File: src/rtl/brick_grid_store_pkg.sv
// brick_grid_store_pkg: grid defaults, FSM state encoding and cell address helper.
// Latency: n/a (types and constants only).
// Backpressure: n/a.
package brick_grid_store_pkg;

  localparam int DEF_COLS    = 8;
  localparam int DEF_ROWS    = 4;
  localparam int DEF_BRICK_W = 40;
  localparam int DEF_BRICK_H = 20;
  localparam int PIX_W       = 10;

  typedef enum logic [2:0] {
    ST_CLEAR  = 3'd0,
    ST_FILL   = 3'd1,
    ST_IDLE   = 3'd2,
    ST_HIT_RD = 3'd3,
    ST_HIT_WR = 3'd4
  } state_t;

  // Row-major cell index: row*COLS + col.
  function automatic int cell_addr(input int row, input int col, input int cols);
    return row * cols + col;
  endfunction

endpackage

File: src/rtl/brick_grid_store_if.sv
// brick_grid_store_if: init/hit/lookup request and status bundle for brick_grid_store.
// Latency: n/a (wires only). Backpressure: hit side uses hit_valid/hit_ready.
// Modports: master = collision/draw side driving requests, slave = the store. Optional score with BRICK_SCORE_EN.
interface brick_grid_store_if #(
  parameter int COLS = 8,
  parameter int ROWS = 4,
  parameter int HP_W = 2
);
  import brick_grid_store_pkg::*;

  localparam int CW = (COLS > 1) ? $clog2(COLS) : 1;
  localparam int RW = (ROWS > 1) ? $clog2(ROWS) : 1;
  localparam int LW = $clog2(COLS * ROWS + 1);

  logic            init_req;
  logic [HP_W-1:0] init_hp;
  logic            init_busy;
  logic            hit_valid;
  logic [CW-1:0]   hit_col;
  logic [RW-1:0]   hit_row;
  logic            hit_ready;
  logic            destroyed;
  logic [CW-1:0]   rd_col;
  logic [RW-1:0]   rd_row;
  logic [HP_W-1:0] health;
  logic [PIX_W-1:0] x;
  logic [PIX_W-1:0] y;
  logic [LW-1:0]   bricks_left;
  logic            level_clear;
`ifdef BRICK_SCORE_EN
  logic [15:0]     score;
`endif

  modport master (
    output init_req, init_hp, hit_valid, hit_col, hit_row, rd_col, rd_row,
    input  init_busy, hit_ready, destroyed, health, x, y, bricks_left, level_clear
`ifdef BRICK_SCORE_EN
    , input score
`endif
  );

  modport slave (
    input  init_req, init_hp, hit_valid, hit_col, hit_row, rd_col, rd_row,
    output init_busy, hit_ready, destroyed, health, x, y, bricks_left, level_clear
`ifdef BRICK_SCORE_EN
    , output score
`endif
  );

endinterface

File: src/rtl/brick_dpram.sv
// brick_dpram: dual-port RAM, port A read/write (sweep and hit RMW), port B read-only (lookup).
// Latency: 1 cycle on both read ports. Backpressure: none, accepts an access every cycle.
// Port B returns port A's write data when both address the same word in the same cycle.
module brick_dpram #(
  parameter int W     = 2,
  parameter int DEPTH = 32,
  parameter int AW    = 5
) (
  input  logic          clk,
  input  logic [AW-1:0] a_addr,
  input  logic          a_we,
  input  logic [W-1:0]  a_wdat,
  output logic [W-1:0]  a_q,
  input  logic [AW-1:0] b_addr,
  output logic [W-1:0]  b_q
);
  logic [W-1:0] mem [DEPTH];

  always_ff @(posedge clk) begin
    if (a_we) mem[a_addr] <= a_wdat;
    a_q <= mem[a_addr];
    b_q <= (a_we && (a_addr == b_addr)) ? a_wdat : mem[b_addr];
  end

endmodule

File: src/rtl/brick_grid_store.sv
// brick_grid_store: COLS x ROWS brick health store with clear/fill sweep, hit RMW, lookup port and live count.
// Latency: lookup 1 cycle; hit 3 cycles (IDLE->HIT_RD->HIT_WR); sweeps N cycles. Backpressure: hit_ready only in IDLE.
// Ports: clk, resetn (sync, active-low), bus (brick_grid_store_if.slave). BRICK_SCORE_EN adds bus.score.
module brick_grid_store
  import brick_grid_store_pkg::*;
#(
  parameter int COLS    = DEF_COLS,
  parameter int ROWS    = DEF_ROWS,
  parameter int HP_W    = 2,
  parameter int BRICK_W = DEF_BRICK_W,
  parameter int BRICK_H = DEF_BRICK_H,
  parameter int X0      = 0,
  parameter int Y0      = 0
) (
  input logic               clk,
  input logic               resetn,
  brick_grid_store_if.slave bus
);
  localparam int N  = COLS * ROWS;
  localparam int AW = (N > 1) ? $clog2(N) : 1;
  localparam int LW = $clog2(N + 1);

  state_t           state, state_nxt;
  logic [AW-1:0]    cnt;
  logic             sweep_end;
  logic [HP_W-1:0]  fill_hp, pend_hp;
  logic             pend, req_now;
  logic             fill_start, fill_end, hit_acc, dec, kill;
  logic [AW-1:0]    h_addr;
  logic             h_ok;
  logic [AW-1:0]    a_addr, b_addr;
  logic             a_we;
  logic [HP_W-1:0]  a_wdat, a_q, b_q;
  logic             hit_in_range, rd_in_range, rd_ok_q;
  logic [LW-1:0]    left;
  logic [PIX_W-1:0] x_q, y_q;

  assign hit_in_range = (int'(bus.hit_col) < COLS) && (int'(bus.hit_row) < ROWS);
  assign rd_in_range  = (int'(bus.rd_col) < COLS) && (int'(bus.rd_row) < ROWS);
  // Out-of-range coordinates are steered to cell 0 so the RAM is never indexed past N-1.
  assign b_addr    = rd_in_range ? AW'(cell_addr(int'(bus.rd_row), int'(bus.rd_col), COLS)) : '0;
  assign sweep_end = (cnt == AW'(N - 1));
  // A request seen outside IDLE is honoured when the FSM would next return to IDLE.
  assign req_now   = pend | bus.init_req;

  always_comb begin
    state_nxt  = state;
    a_addr     = h_addr;
    a_we       = 1'b0;
    a_wdat     = '0;
    fill_start = 1'b0;
    fill_end   = 1'b0;
    hit_acc    = 1'b0;
    dec        = 1'b0;
    kill       = 1'b0;
    case (state)
      ST_CLEAR: begin
        a_addr = cnt;
        a_we   = 1'b1;
        if (sweep_end) begin
          state_nxt  = req_now ? ST_FILL : ST_IDLE;
          fill_start = req_now;
        end
      end
      ST_FILL: begin
        a_addr = cnt;
        a_we   = 1'b1;
        a_wdat = fill_hp;
        if (sweep_end) begin
          fill_end   = 1'b1;
          state_nxt  = req_now ? ST_FILL : ST_IDLE;
          fill_start = req_now;
        end
      end
      ST_IDLE: begin
        if (bus.init_req) begin
          state_nxt  = ST_FILL;
          fill_start = 1'b1;
        end else if (bus.hit_valid) begin
          state_nxt = ST_HIT_RD;
          hit_acc   = 1'b1;
        end
      end
      ST_HIT_RD: state_nxt = ST_HIT_WR;
      ST_HIT_WR: begin
        // a_q holds the health read during HIT_RD; empty cells are left untouched.
        if (h_ok && (a_q != '0)) begin
          a_we   = 1'b1;
          a_wdat = a_q - 1'b1;
          dec    = 1'b1;
          kill   = (a_q == HP_W'(1));
        end
        state_nxt  = req_now ? ST_FILL : ST_IDLE;
        fill_start = req_now;
      end
      default: state_nxt = ST_CLEAR;
    endcase
  end

  always_ff @(posedge clk) begin
    if (!resetn) state <= ST_CLEAR;
    else         state <= state_nxt;
  end

  always_ff @(posedge clk) begin
    if (!resetn) begin
      cnt     <= '0;
      pend    <= 1'b0;
      pend_hp <= '0;
      fill_hp <= '0;
      h_addr  <= '0;
      h_ok    <= 1'b0;
      left    <= '0;
      rd_ok_q <= 1'b0;
      x_q     <= '0;
      y_q     <= '0;
    end else begin
      if ((state == ST_CLEAR) || (state == ST_FILL))
        cnt <= sweep_end ? '0 : cnt + 1'b1;
      if (fill_start) begin
        pend    <= 1'b0;
        fill_hp <= bus.init_req ? bus.init_hp : pend_hp;
      end else if (bus.init_req && (state != ST_IDLE)) begin
        pend    <= 1'b1;
        pend_hp <= bus.init_hp;
      end
      if (hit_acc) begin
        h_ok   <= hit_in_range;
        h_addr <= hit_in_range ? AW'(cell_addr(int'(bus.hit_row), int'(bus.hit_col), COLS)) : '0;
      end
      if (fill_end)
        left <= (fill_hp == '0) ? '0 : LW'(N);
      else if (kill && (left != '0))
        left <= left - 1'b1;
      rd_ok_q <= rd_in_range;
      x_q     <= PIX_W'(X0 + int'(bus.rd_col) * BRICK_W);
      y_q     <= PIX_W'(Y0 + int'(bus.rd_row) * BRICK_H);
    end
  end

  // Writes are suppressed while reset is asserted so an aborted hit never lands.
  brick_dpram #(.W(HP_W), .DEPTH(N), .AW(AW)) u_ram (
    .clk    (clk),
    .a_addr (a_addr),
    .a_we   (a_we & resetn),
    .a_wdat (a_wdat),
    .a_q    (a_q),
    .b_addr (b_addr),
    .b_q    (b_q)
  );

`ifdef BRICK_SCORE_EN
  logic [15:0] score_q;
  always_ff @(posedge clk) begin
    if (!resetn)         score_q <= '0;
    else if (fill_start) score_q <= '0;
    else if (dec)        score_q <= score_q + (kill ? 16'd5 : 16'd1);
  end
  assign bus.score = score_q;
`endif

  // init_busy is masked by resetn so every output reads 0 while reset is held.
  assign bus.init_busy   = resetn & ((state == ST_CLEAR) || (state == ST_FILL));
  assign bus.hit_ready   = (state == ST_IDLE) & ~bus.init_req;
  assign bus.destroyed   = kill;
  assign bus.bricks_left = left;
  assign bus.level_clear = (state == ST_IDLE) && (left == '0);
  assign bus.health      = rd_ok_q ? b_q : '0;
  assign bus.x           = x_q;
  assign bus.y           = y_q;

endmodule

File: src/flat_wrapper.sv
// flat-port wrapper written by rule: the top's interface ports become plain ports
module brick_grid_store_flat import brick_grid_store_pkg::*;
#(
  parameter int COLS    = DEF_COLS,
  parameter int ROWS    = DEF_ROWS,
  parameter int HP_W    = 2,
  parameter int BRICK_W = DEF_BRICK_W,
  parameter int BRICK_H = DEF_BRICK_H,
  parameter int X0      = 0,
  parameter int Y0      = 0
)
  (clk, resetn, bus_init_req, bus_init_hp, bus_hit_valid, bus_hit_col, bus_hit_row, bus_rd_col, bus_rd_row, bus_init_busy, bus_hit_ready, bus_destroyed, bus_health, bus_x, bus_y, bus_bricks_left, bus_level_clear);
  brick_grid_store_if #(.COLS(COLS), .ROWS(ROWS), .HP_W(HP_W)) bus_i ();
  input logic clk;
  input logic resetn;
  input wire logic [$bits(bus_i.init_req)-1:0] bus_init_req;
  input wire logic [$bits(bus_i.init_hp)-1:0] bus_init_hp;
  input wire logic [$bits(bus_i.hit_valid)-1:0] bus_hit_valid;
  input wire logic [$bits(bus_i.hit_col)-1:0] bus_hit_col;
  input wire logic [$bits(bus_i.hit_row)-1:0] bus_hit_row;
  input wire logic [$bits(bus_i.rd_col)-1:0] bus_rd_col;
  input wire logic [$bits(bus_i.rd_row)-1:0] bus_rd_row;
  output wire logic [$bits(bus_i.init_busy)-1:0] bus_init_busy;
  output wire logic [$bits(bus_i.hit_ready)-1:0] bus_hit_ready;
  output wire logic [$bits(bus_i.destroyed)-1:0] bus_destroyed;
  output wire logic [$bits(bus_i.health)-1:0] bus_health;
  output wire logic [$bits(bus_i.x)-1:0] bus_x;
  output wire logic [$bits(bus_i.y)-1:0] bus_y;
  output wire logic [$bits(bus_i.bricks_left)-1:0] bus_bricks_left;
  output wire logic [$bits(bus_i.level_clear)-1:0] bus_level_clear;
  assign bus_i.init_req = bus_init_req;
  assign bus_i.init_hp = bus_init_hp;
  assign bus_i.hit_valid = bus_hit_valid;
  assign bus_i.hit_col = bus_hit_col;
  assign bus_i.hit_row = bus_hit_row;
  assign bus_i.rd_col = bus_rd_col;
  assign bus_i.rd_row = bus_rd_row;
  assign bus_init_busy = bus_i.init_busy;
  assign bus_hit_ready = bus_i.hit_ready;
  assign bus_destroyed = bus_i.destroyed;
  assign bus_health = bus_i.health;
  assign bus_x = bus_i.x;
  assign bus_y = bus_i.y;
  assign bus_bricks_left = bus_i.bricks_left;
  assign bus_level_clear = bus_i.level_clear;
  brick_grid_store #(.COLS(COLS), .ROWS(ROWS), .HP_W(HP_W), .BRICK_W(BRICK_W), .BRICK_H(BRICK_H), .X0(X0), .Y0(Y0)) u_core (.clk(clk), .resetn(resetn), .bus(bus_i));
endmodule
File: config.mk
export PLATFORM = sky130hd
export DESIGN_NAME = brick_grid_store_flat
export DESIGN_NICKNAME = d
export VERILOG_FILES = /design/src/rtl/brick_grid_store_pkg.sv /design/src/rtl/brick_grid_store_if.sv /design/src/rtl/brick_dpram.sv /design/src/rtl/brick_grid_store.sv /design/src/flat_wrapper.sv
export SDC_FILE = /design/constraint.sdc
export NUM_CORES = 1
export LEC_CHECK = 0
export CAP_MARGIN = 20
export CELL_PAD_IN_SITES_DETAIL_PLACEMENT = 1
export CELL_PAD_IN_SITES_GLOBAL_PLACEMENT = 2
export CORE_ASPECT_RATIO = 1.25
export CORE_MARGIN = 2
export CORE_UTILIZATION = 42
export CTS_CLUSTER_DIAMETER = 40
export CTS_CLUSTER_SIZE = 25
export DETAILED_ROUTE_END_ITERATION = 6
export PLACE_DENSITY = 0.89
export REMOVE_ABC_BUFFERS = 1
export SYNTH_ARGS = -nofsm -noshare
export SYNTH_HDL_FRONTEND = slang
export SYNTH_SLANG_ARGS = --single-unit
File: constraint.sdc
create_clock -name clk -period 4.76 [get_ports clk]
set_input_delay 1.428 -clock clk [delete_from_list [all_inputs] [get_ports clk]]
set_output_delay 1.428 -clock clk [all_outputs]
set_load 0.005 [all_outputs]
Yosys cells after proc, flatten, opt, wreduce, memory -nomap -nowiden
Memory sizes are Yosys's and may differ from the RTL's. A register that Yosys moved wholly into a read port is not among the register bits.
Index checks and enable logic that the tools add are counted.
Word-level totals
  bits in registers: 46
  memory bits (writable): 64
  input port bits: 16
  output and inout bits: 32
  word-level logic and storage cells: 81
  memories kept: 1
Operators by class
  add/subtract/negate cells: 5
  $mul: 2
  equal/unequal tests: 9
  muxes and demuxes: 29
  bitwise logic cells: 7
  reductions and logical operators: 15
Memories
  u_core.u_ram.mem: depth 32, width 2, rd ports 2, clocked after Yosys merged registers in 2, write ports 1, RTL line brick_dpram.sv:17  | logic [W-1:0] mem [DEPTH];
Operators with widths (count)
  $mux 6: 3
  $mux 1: 13
  $pmux 3 s4: 1
  $add 5x3->5: 2
  $mux 5: 2
  $mux 3: 3
  $mux 2: 4
  $eq 3x2->1 const B: 2
  $logic_not 6->1: 1
  $mul 3x3->6 const B: 1
  $reduce_bool 6->1: 1
  $sub 6x1->6 const B: 1
  $add 5x1->5 const B: 1
  $eq 5x5->1 const B: 1
  $mul 2x3->5 const B: 1
  $logic_and 1x1->1: 4
  $pmux 2 s2: 1
  $reduce_and 2->1: 2
  $reduce_bool 2->1: 2
  $reduce_or 2->1: 2
  $and 1x1->1: 3
  $eq 3x1->1 const B: 1
  $eq 3x3->1 const B: 1
  $logic_not 3->1: 1
  other kinds (11): 13

Depth between registers and ports, before layout
  word-level depth: 7
  depth in mapped cells: 10
  mapped depth without buffers: 9

Cells and area by module
From an unflattened synthesis, not the netlist that was laid out.
Second synthesis, totals
  cells, all modules: 450
  area total of the unflattened synthesis: 5257.5 um^2
Modules (own cells, without submodules)
  brick_dpram: times used 1, cells each 232, area each 3385.7 um^2, seq. area each 2062.0 um^2
  brick_grid_store: times used 1, cells each 218, area each 1871.8 um^2, seq. area each 680.7 um^2

Worst setup path before layout
No wires, ideal clock.
  path kind: reg2out
  start: register (tool-made name)
  end: output port bus_health[0]
  arrival time: 2.070 ns
  data required time: 3.332 ns
  slack: 1.262 ns
  cell stages (with the launch flop): 8
  path buffers: 2
  path through: dfxtp_1 > buf_2 > buf_2 > mux4_2 > mux4_2 > nand2_1 > o21ai_1 > and3_1
RTL lines
  end, declared: RTL line flat_wrapper.sv:26  | output wire logic [$bits(bus_i.health)-1:0] bus_health;

==> results by group <==
Outcome
  – Result of the run: finished, final reports clean

Timing
  – Headroom to the max-slew limit: 0.4938
  – Final critical-path setup slack: 0.3337 ns
  – Worst hold slack: 0.4780 ns
  – Period minus WS final: 4.426 ns
  – Share of the cycle needed by the critical path after routing: 0.9299
  – Transition at the pin with the smallest max-transition slack: 0.7583 ns
  – Upper clock frequency limit: 0.2259 GHz
  – Number of max-slew violations in the final report: 0
  – Final setup skew: 0.005703 ns
  – RSZ-0062 raised after global routing: false
  – Number of hold violations in the final report: 0
  – Setup TNS: 0 ns
  – Final setup viols: 0

Worst setup path
  – Data arrival time of the critical path: 3.00 ns
  – Worst path buffer plus inverter count: 1
  – Total stage count of the critical path: 6
  – Crit. End Element: primary output
  – Crit path max fanout: 11
  – Delay-heaviest family, CP: multiplexers
  – Master of the slowest instance on the critical path: dfxtp_1
  – Category of the critical setup timing path: reg2out
  – Element type at the critical path start: flip-flop
  – Most prevalent standard cell on the critical path: mux4_2
  – Required time of the worst setup path: 3.33 ns
  – Count of cells along the worst register-to-register path: 4
  – Startpoint of the lowest-slack register-to-register path: u_core.state[2]
  – Delay contributed by the slowest stage of the critical path: around 0.74 ns
  – Worst-path cell chain: mux4_2, mux4_2, nand2_1, o21ai_1, and3_1, clkdlybuf4s50_1

Yosys
  – Simple-gate portion of the synthesized area: 0.1685
  – Average footprint of a synthesized cell: 11.68 µm²
  – Most used flip-flop cell after synthesis: edfxtp_1
  – Xor/xnor cell area share of the yosys netlist: 0.01022
  – Total of warnings raised by yosys: 0
  – Fraction of the yosys area taken by sequential cells: 0.5336
  – Compound-Gate Fraction of Synth Area: 0.07887
  – Instance count of the mapped netlist: 440
  – Post-Synthesis Cell Area: 0.005140 mm²
  – Largest family of logic cells by synthesized area: simple AND/OR/NAND/NOR gates
  – Seq cells post-synth: approximately 110
  – Async SR Flop Fraction: 0
  – Cell variety after synth: 53
  – Proportion of synthesized area in mux cells: 0.1417
  – Count of flip-flops with a built-in enable after synthesis: 64
  – Fraction of the mapped netlist area in adder cells: 0.02191

GRT
  – Overall track demand over capacity in global routing: 0.2157
  – Via count of the first global-routing pass: 3961
  – Maximum number of pins on one net before global-route repair: 33
  – Initial antenna violation count: 0
  – GRT overflow: 0
  – Global-route wire length before repair: 21.14 mm

Floorplanning
  – Number of placement rows: 45
  – Number of top-level design ports: 48
  – Die W: about 100 µm
  – Overall die height: between 100 and 150 µm
  – Placeable core area: between 0.01 and 0.015 mm²
  – Effective utilization at floorplan: 0.4266
  – DIE AREA: 0.01314 mm²

Flow run
  – Max-cap violation count: 0

Final layout
  – Post-route standard cell area excluding fillers: 0.005901 mm²
  – Filler-free cell count of the finished design: 637
  – Area growth syn-to-layout: 14.80%
  – Ant diodes: 0
  – Share of post-route cells with drive strength above 1: 0.1332
  – Nets: 493

Placement
  – Cell count after placement: between 600 and 700
  – Final weighted congestion in routability-driven placement: 0.8275
  – Post-placement worst setup slack: ~0.57 ns
  – Total placed instance area: 0.005607 mm²
  – Port Buffer Count: 37
  – Detailed-placement wirelength estimate: 9.398 mm

Clocking
  – Post-cts sizing count: 0
  – TritonCTS clock tree: built
  – Clock buffer depth: 2
  – Register clock-pin slew on the reported worst setup and hold paths: 0.07 ns
  – Setup fix buffers added after clock tree synthesis: 0
  – Number of buffers added by the clock tree synthesis step: 9
  – Clk sinks: 105
  – Post-cts hold buffer count: 0
  – Cell at the root of the clock tree: clkbuf_16
  – Insertion delay of the later-clocked pin in the worst-skew pair: ~0.35 ns
  – Maximum level of the CTS H-tree: 3

Drt
  – Count of TritonRoute iterations in the first routing pass: 4
  – 1st-iter DRT viols: 203
  – Number of nets with antenna violations after detailed routing: 0
  – Routed wire length per instance: 20.60 µm
  – Vias after detailed routing: 3567
  – Routed wire length: 13.12 mm
  – DRC violation count after routing: 0
  – Detailed-route vias per instance: 5.600

Min path
  – Type of the most critical hold path: reg2reg
  – Instance count along the most critical hold path: 2
  – Hold Path Origin: u_core.h_addr[0]

Power and ir drop
  – Power per unit of standard cell area: 318.0 mW/mm²
  – Leakage: 0.001925 µW
  – Worst IR drop on VDD: 0.0001716 V
==> power breakdown <==
group	switching [µW]	internal, µW
combinational	75.8	71.7
sequential	18.8	971
clock	343	396
total	437	1440
==> worst paths after layout <==
path                                   to  slack, ns
setup / recovery            bus_health[0]       0.33
hold / removal           u_core.h_addr[0]       0.48
setup reg to reg  u_core.u_ram.mem[11][1]       1.97
hold reg to reg          u_core.h_addr[0]       0.48
==> through the flow <==
stage	util	power, µW
2_1_floorplan	-	1089
3_3_place_gp	0.4653	1153
3_5_place_dp	0.4653	1159
4_1_cts	0.4897	1896
5_1_grt	0.4897	1951
6_report	0.4897	1877
==> flip-flops by register name, summed over array words and instances, names as in the netlist, named ones only <==
name / count
u_core.u_ram.mem: 64
u_core.bus.bricks_left: 6
u_core.bus.x: 6
u_core.cnt: 5
u_core.h_addr: 5
u_core.state: 3
u_core.bus.y: 2
u_core.fill_hp: 2
u_core.pend_hp: 2
u_core.u_ram.a_q: 2
u_core.h_ok: 1
u_core.pend: 1
u_core.rd_ok_q: 1
==> layout make-up <==
cell class / count / area, µm²
repair buffers: 45 / 430.4
clock buffers: 12 / 260.3
multi-input cells: 300 / 2202
clock inverters: 4 / 33.78
well taps: 164 / 205.2
inverters: 7 / 26.28
fillers: 1316 / 6148
flip-flops and latches: 105 / 2743
==> cell usage in the layout, fill, tap and decap left out, types with 6 or more instances in the layout <==
cell type / count
edfxtp_1: 64
nand2_1: 45
nor2_1: 44
dfxtp_1: 41
clkdlybuf4s50_1: 37
mux4_2: 25
a21oi_1: 22
nand3_1: 17
nor2b_1: 15
mux2i_1: 12
and2_1: 10
conb_1: 10
clkbuf_16: 10
a21boi_0: 9
ha_1: 9
buf_4: 8
inv_1: 7
nand2b_1: 6
o21ai_1: 6
==> synth_stat cells, types with 2 or more instances <==
cell | instances | area share
edfxtp_1 | 64 | 0.37
nand2_1 | 45 | 0.033
nor2_1 | 44 | 0.032
dfxtp_1 | 41 | 0.16
mux4_2 | 25 | 0.11
a21oi_1 | 22 | 0.021
clkbuf_1 | 19 | 0.014
nand3_1 | 17 | 0.017
nor2b_1 | 15 | 0.018
buf_4 | 12 | 0.018
mux2i_1 | 12 | 0.023
and2_1 | 10 | 0.012
a21boi_0 | 9 | 0.013
ha_1 | 9 | 0.022
inv_1 | 7 | 0.0051
o21ai_0 | 7 | 0.0068
nand2b_1 | 6 | 0.0073
a211oi_1 | 5 | 0.0073
nor3_1 | 5 | 0.0049
a221oi_1 | 4 | 0.0068
and3_1 | 4 | 0.0049
mux2_2 | 4 | 0.0088
nand3b_1 | 4 | 0.0058
o21ai_1 | 4 | 0.0039
a31oi_1 | 3 | 0.0037
buf_2 | 3 | 0.0029
nand4_1 | 3 | 0.0037
nor4_1 | 3 | 0.0037
or2_2 | 3 | 0.0037
xnor2_1 | 3 | 0.0051
xor2_1 | 3 | 0.0051
a22o_1 | 2 | 0.0034
buf_6 | 2 | 0.0044
nor3b_1 | 2 | 0.0029
==> worst min-delay path, delay by kind of cell (launching register included) <==
family	cells	cell delay [ns]
simple gates	1	0.06
compound gates	1	0.06
flops	1	0.32
==> kinds of logic after synthesis <==
group | count (synthesis)
muxes | 41
xor gates and xnor gates | 6
other | 1
DFF | 105
buffers and inverters | 44
and+or+nand+nor | 171
adders and majority gates | 9
AOI/OAI and AO/OA | 63
==> per-layer routing <==
layer | part of all wire | up-vias | global-route usage
met2 | 0.53 | 106 | 0.3824
met1 | 0.39 | 1793 | 0.2474
met4 | 0.025 | 0 | 0.08127
met5 | 0 | - | 0
li1 | - | 1647 | -
met3 | 0.046 | 21 | 0.05344
Power figures use the tool's default switching activity.
